## config.mk

```make
export PLATFORM = sky130hd
export DESIGN_NAME = cmp_score_tracker
export DESIGN_NICKNAME = d
export VERILOG_FILES = /design/src/rtl/cmp_score_tracker.sv
export SDC_FILE = /design/constraint.sdc
export NUM_CORES = 1
export LEC_CHECK = 0
export CORE_MARGIN = 5
export CORE_UTILIZATION = 30
export CTS_CLUSTER_DIAMETER = 100
export DETAILED_ROUTE_END_ITERATION = 12
export GPL_ROUTABILITY_DRIVEN = 0
export GPL_TIMING_DRIVEN = 0
export PLACE_DENSITY = 0.58
export SLEW_MARGIN = 40
export SYNTH_ARGS = -nofsm -noshare
export SYNTH_HDL_FRONTEND = slang
export SYNTH_SLANG_ARGS = --single-unit
```

## constraint.sdc

```tcl
create_clock -name clk -period 2.4 [get_ports clk]
set_input_delay 0.24 -clock clk [delete_from_list [all_inputs] [get_ports clk]]
set_output_delay 0.24 -clock clk [all_outputs]
set_load 0.01 [all_outputs]
```

## src/rtl/cmp_score_tracker.sv

```systemverilog
// Frame-based tally of 2-bit comparator gt/eq/lt flags with longest A>B run.
// One result record per frame is offered through a valid/ready handshake.
module cmp_score_tracker #(
    parameter int FRAME_LEN = 8,
    parameter int CNT_W     = 4
) (
    input  logic             clk,
    input  logic             rst,
    input  logic             start,
    input  logic             in_valid,
    output logic             in_ready,
    input  logic             gt,
    input  logic             eq,
    input  logic             lt,
    output logic             out_valid,
    input  logic             out_ready,
    output logic [CNT_W-1:0] gt_cnt,
    output logic [CNT_W-1:0] eq_cnt,
    output logic [CNT_W-1:0] lt_cnt,
    output logic [CNT_W-1:0] max_gt_run,
    output logic [1:0]       verdict,
    output logic [CNT_W-1:0] bad_cnt,
    output logic             busy
);

    typedef enum logic [1:0] {
        IDLE,
        ACCUM,
        REPORT
    } state_t;

    typedef enum logic [1:0] {
        S_GT,
        S_EQ,
        S_LT,
        S_BAD
    } sample_t;

    localparam logic [CNT_W-1:0] FRAME_LEN_C = CNT_W'(FRAME_LEN);
    localparam logic [CNT_W-1:0] CNT_MAX     = '1;

    state_t state_q;
    state_t state_d;

    logic [CNT_W-1:0] gt_q;
    logic [CNT_W-1:0] gt_d;
    logic [CNT_W-1:0] eq_q;
    logic [CNT_W-1:0] eq_d;
    logic [CNT_W-1:0] lt_q;
    logic [CNT_W-1:0] lt_d;
    logic [CNT_W-1:0] bad_q;
    logic [CNT_W-1:0] bad_d;
    logic [CNT_W-1:0] run_q;
    logic [CNT_W-1:0] run_d;
    logic [CNT_W-1:0] max_q;
    logic [CNT_W-1:0] max_d;
    logic [CNT_W-1:0] tot_q;
    logic [CNT_W-1:0] tot_d;

    sample_t          sample;
    logic             accept;
    logic             legal;
    logic             clear;
    logic             frame_done;
    logic [CNT_W-1:0] run_inc;
    logic [CNT_W-1:0] tot_inc;

    // Handshake flags follow the state directly so reset clears them too.
    assign in_ready  = (state_q == ACCUM);
    assign out_valid = (state_q == REPORT);
    assign busy      = (state_q != IDLE);
    assign accept    = in_valid && in_ready;

    always_comb begin
        sample = S_BAD;
        case ({gt, eq, lt})
            3'b100:  sample = S_GT;
            3'b010:  sample = S_EQ;
            3'b001:  sample = S_LT;
            default: sample = S_BAD;
        endcase
    end

    assign legal      = (sample != S_BAD);
    assign run_inc    = run_q + 1'b1;
    assign tot_inc    = tot_q + 1'b1;
    assign frame_done = accept && legal && (tot_inc == FRAME_LEN_C);

    always_comb begin
        state_d = state_q;
        clear   = 1'b0;
        case (state_q)
            IDLE: begin
                if (start) begin
                    clear   = 1'b1;
                    state_d = ACCUM;
                end
            end
            ACCUM: begin
                if (frame_done) begin
                    state_d = REPORT;
                end
            end
            REPORT: begin
                if (out_ready) begin
                    state_d = IDLE;
                end
            end
            default: begin
                state_d = IDLE;
            end
        endcase
    end

    always_comb begin
        gt_d  = gt_q;
        eq_d  = eq_q;
        lt_d  = lt_q;
        bad_d = bad_q;
        run_d = run_q;
        max_d = max_q;
        tot_d = tot_q;
        if (clear) begin
            gt_d  = '0;
            eq_d  = '0;
            lt_d  = '0;
            bad_d = '0;
            run_d = '0;
            max_d = '0;
            tot_d = '0;
        end else if (accept) begin
            // Illegal samples only bump bad_cnt; they leave the run intact.
            case (sample)
                S_GT: begin
                    gt_d  = gt_q + 1'b1;
                    run_d = run_inc;
                    max_d = (run_inc > max_q) ? run_inc : max_q;
                    tot_d = tot_inc;
                end
                S_EQ: begin
                    eq_d  = eq_q + 1'b1;
                    run_d = '0;
                    tot_d = tot_inc;
                end
                S_LT: begin
                    lt_d  = lt_q + 1'b1;
                    run_d = '0;
                    tot_d = tot_inc;
                end
                default: begin
                    bad_d = (bad_q == CNT_MAX) ? bad_q : bad_q + 1'b1;
                end
            endcase
        end
    end

    always_ff @(posedge clk) begin
        if (rst) begin
            state_q <= IDLE;
            gt_q    <= '0;
            eq_q    <= '0;
            lt_q    <= '0;
            bad_q   <= '0;
            run_q   <= '0;
            max_q   <= '0;
            tot_q   <= '0;
        end else begin
            state_q <= state_d;
            gt_q    <= gt_d;
            eq_q    <= eq_d;
            lt_q    <= lt_d;
            bad_q   <= bad_d;
            run_q   <= run_d;
            max_q   <= max_d;
            tot_q   <= tot_d;
        end
    end

    assign gt_cnt     = gt_q;
    assign eq_cnt     = eq_q;
    assign lt_cnt     = lt_q;
    assign bad_cnt    = bad_q;
    assign max_gt_run = max_q;

    always_comb begin
        verdict = 2'b00;
        if (gt_q > lt_q) begin
            verdict = 2'b01;
        end else if (lt_q > gt_q) begin
            verdict = 2'b10;
        end
    end

endmodule

```

==> results.cfg <==
[logic_synthesis]
netlist_instances = 189
yosysUniqueCellTypes = 35
synth-seq-cells = 30
synth.area.top_cells = dfxtp_1 (36%), ha_1 (14%), nor2_1 (5.6%)
async_reset_ff_share_pct = 0
dominantRegCellSynth = dfxtp_1
synth_largest_type_area_fraction_pct = 36.1
synth.net_count = 215
synth_area_leader_cell = dfxtp_1
synth_edf_count = 0
avgSynthCellArea_um2 = 8.80
yosysSeqAreaShare_pct = 36.1
ys_warn_count = 0
synth_area_um2 = 1660

[drt]
routed_wl_um = 3380
drt_iter0_drc = 24
num_vias = 1376
ant_nets = 0
drc = 0
avgViaCountPerCell = 4.57
wl_per_cell_um = 11.2
first_pass_iters = 4

[final_layout]
syn_to_final_growth_pct = 30.6
final_area_um2 = 2170
multi_input_area_um2 = 990
num-nets-final = 254
n_fill_cell = 547
register_area_um2 = 602
layout-drive-gt1-share_pct = 6.55
finalNonFillerCells = 301
final_util_pct = 40.0
diodes = 0

[sta]
slew_viol_final = 0
setup_viol = 0
hold_violations = 0
hold_slack_ns = 0.472
finalCritPeriodShare_pct = 92.0
finClkSkew_ns = 0.00432
tns_ns = 0
maxSlewHeadroom_pct = 66.6
grt_setup_unrepaired = true
fmax_mhz = 453
tightest_slew_ns = 0.501
setup_slack_ns = 0.192
period_minus_slack_ns = 2.21

[floorplanning]
die_y_um = 84.5
rows = 27
dieWidth_um = 84.5
dieArea_um2 = 7140
core_area_um2 = 5440
ios = 33
start_util_pct = 30.6

[worst_hold_path]
worstHoldPathType = reg -> reg

[global_routing]
grt_max_degree = 11
globalRoute.totalOverflow = 0
grt_usage_pct = 10.1
grt_first_pass_wirelength_um = 5840
antenna_found_initial = 0
grt_pass1_vias = 1266

[setup_path]
worst-path-max-fanout = 7
worstSetupEndpointType = register
critPathRequiredTime_ns = 2.55
cp-start-kind = primary input
criticalPathCategory = in -> reg
cp.arrival_ns = 2.36

[placed_design]
dp.cells = 293
dp_hpwl_um = 2600
pre_cts_ws_ns = -0.225
portBuffers = 32
place_area_um2 = 2070

[pwr]
vdd_drop_max_mv = 0.203
p_per_area_nw_per_um2 = 470
fin_total_pwr_mw = 1.02
p_leak_nw = 0.826

[clock_network]
cts_root_buffer = clkbuf_8
cts_buffer_depth = 2
clock-sinks = 30
clk_pin_slew_ns = 0.06
tritoncts = built
htree_levels = 2
post_cts_buffers = 0
clock_latency_ns = 0.28
hold_buffers = 0
cts_buffers = 5

[status]
status = completed

[flow_run]
maxCapViolations = 0
cells by family after synthesis:
| kind of cell | Yosys count | synth area share (%) |
|---|---|---|
| adder cells (fa/ha/maj) | 18 | 13.5 |
| AO/OA/AOI/OAI | 32 | 13.6 |
| XOR/XNOR | 14 | 7.37 |
| flip-flops | 30 | 36.1 |
| AND/OR/NAND/NOR | 70 | 21.1 |
| multiplexers | 6 | 3.61 |
| buffers and inverters | 19 | 4.74 |
worst paths after layout:
path	start	end	slack, ns	cells after the start
hold / removal	run_q[3]$_SDFFE_PP0P_	run_q[3]$_SDFFE_PP0P_	0.47	2
hold reg to reg	run_q[3]$_SDFFE_PP0P_	run_q[3]$_SDFFE_PP0P_	0.47	2
setup / recovery	eq	max_gt_run[1]$_SDFFE_PP0P_	0.19	9
setup reg to reg	run_q[0]$_SDFFE_PP0P_	max_gt_run[1]$_SDFFE_PP0P_	0.25	8
cell usage after synthesis (all sizes together), types with 3 or more instances:
cell type / instances
a21oi: 14
nor2: 25
mux2i: 6
or3: 5
ha: 18
o21ai: 9
xnor2: 7
inv: 15
xor2: 7
nand4: 3
dfxtp: 30
nand2: 13
nand3: 13
cell usage in the layout, fill, tap and decap left out, types with 2 or more instances in the layout:
master	n
nand2_1	13
a21oi_1	14
clkbuf_8	6
nor2_1	25
nor2b_1	2
or3_1	5
clkdlybuf4s50_1	30
clkbuf_1	3
inv_1	15
xor2_1	7
ha_1	18
nand4_1	3
nand3_1	13
and2b_1	2
xnor2_1	7
mux2i_1	6
o21ai_0	8
dfxtp_1	29
power breakdown:
| group | total (mW) | internal (mW) | switching [mW] | leakage (nW) |
|---|---|---|---|---|
| clock network | 0.425 | 0.231 | 0.194 | 0.0482 |
| logic | 0.0904 | 0.0407 | 0.0497 | 0.535 |
| registers | 0.506 | 0.502 | 0.00468 | 0.243 |
critical path: stages:
cell and delay, ns:
clkdlybuf4s50_1 0.60, nor3b_2 0.26, inv_1 0.09, ha_1 0.26, inv_1 0.15, o21ai_4 0.11, a211oi_4 0.36, mux2i_1 0.24
nor2_1 0.06
per-layer routing:
layer,track usage (%),vias up,share of wire (%),routed length [um]
met4,4.32,0,2.0,67
met2,16.7,17,48,1610
li1,-,728,-,-
met3,3.43,7,4.3,147
met5,0,-,0,0
met1,11.8,624,46,1560
flip-flops by register name (all words and copies together) (netlist names):
name        flops
bad_cnt         4
eq_cnt          4
gt_cnt          4
lt_cnt          4
max_gt_run      4
run_q           4
state_q         2
tot_q           4
cell type report:
cell class | count | area share [%]
Clock buffer | 7 | 3.97
Clock inverter | 1 | 0.230
Sequential cell | 30 | 27.7
Tap cell | 72 | 4.15
Timing Repair Buffer | 32 | 14.8
Buffer | 4 | 1.04
Multi-Input combinational cell | 140 | 45.5
Inverter | 15 | 2.59
repair_timing:
action                                 CTS  global route
setup endpoints to repair                1             5
endpoints found under the hold margin    0             0
resized for setup                        1             3
pin swaps                                0             0
Note: power is estimated with default switching activity, not from simulation.
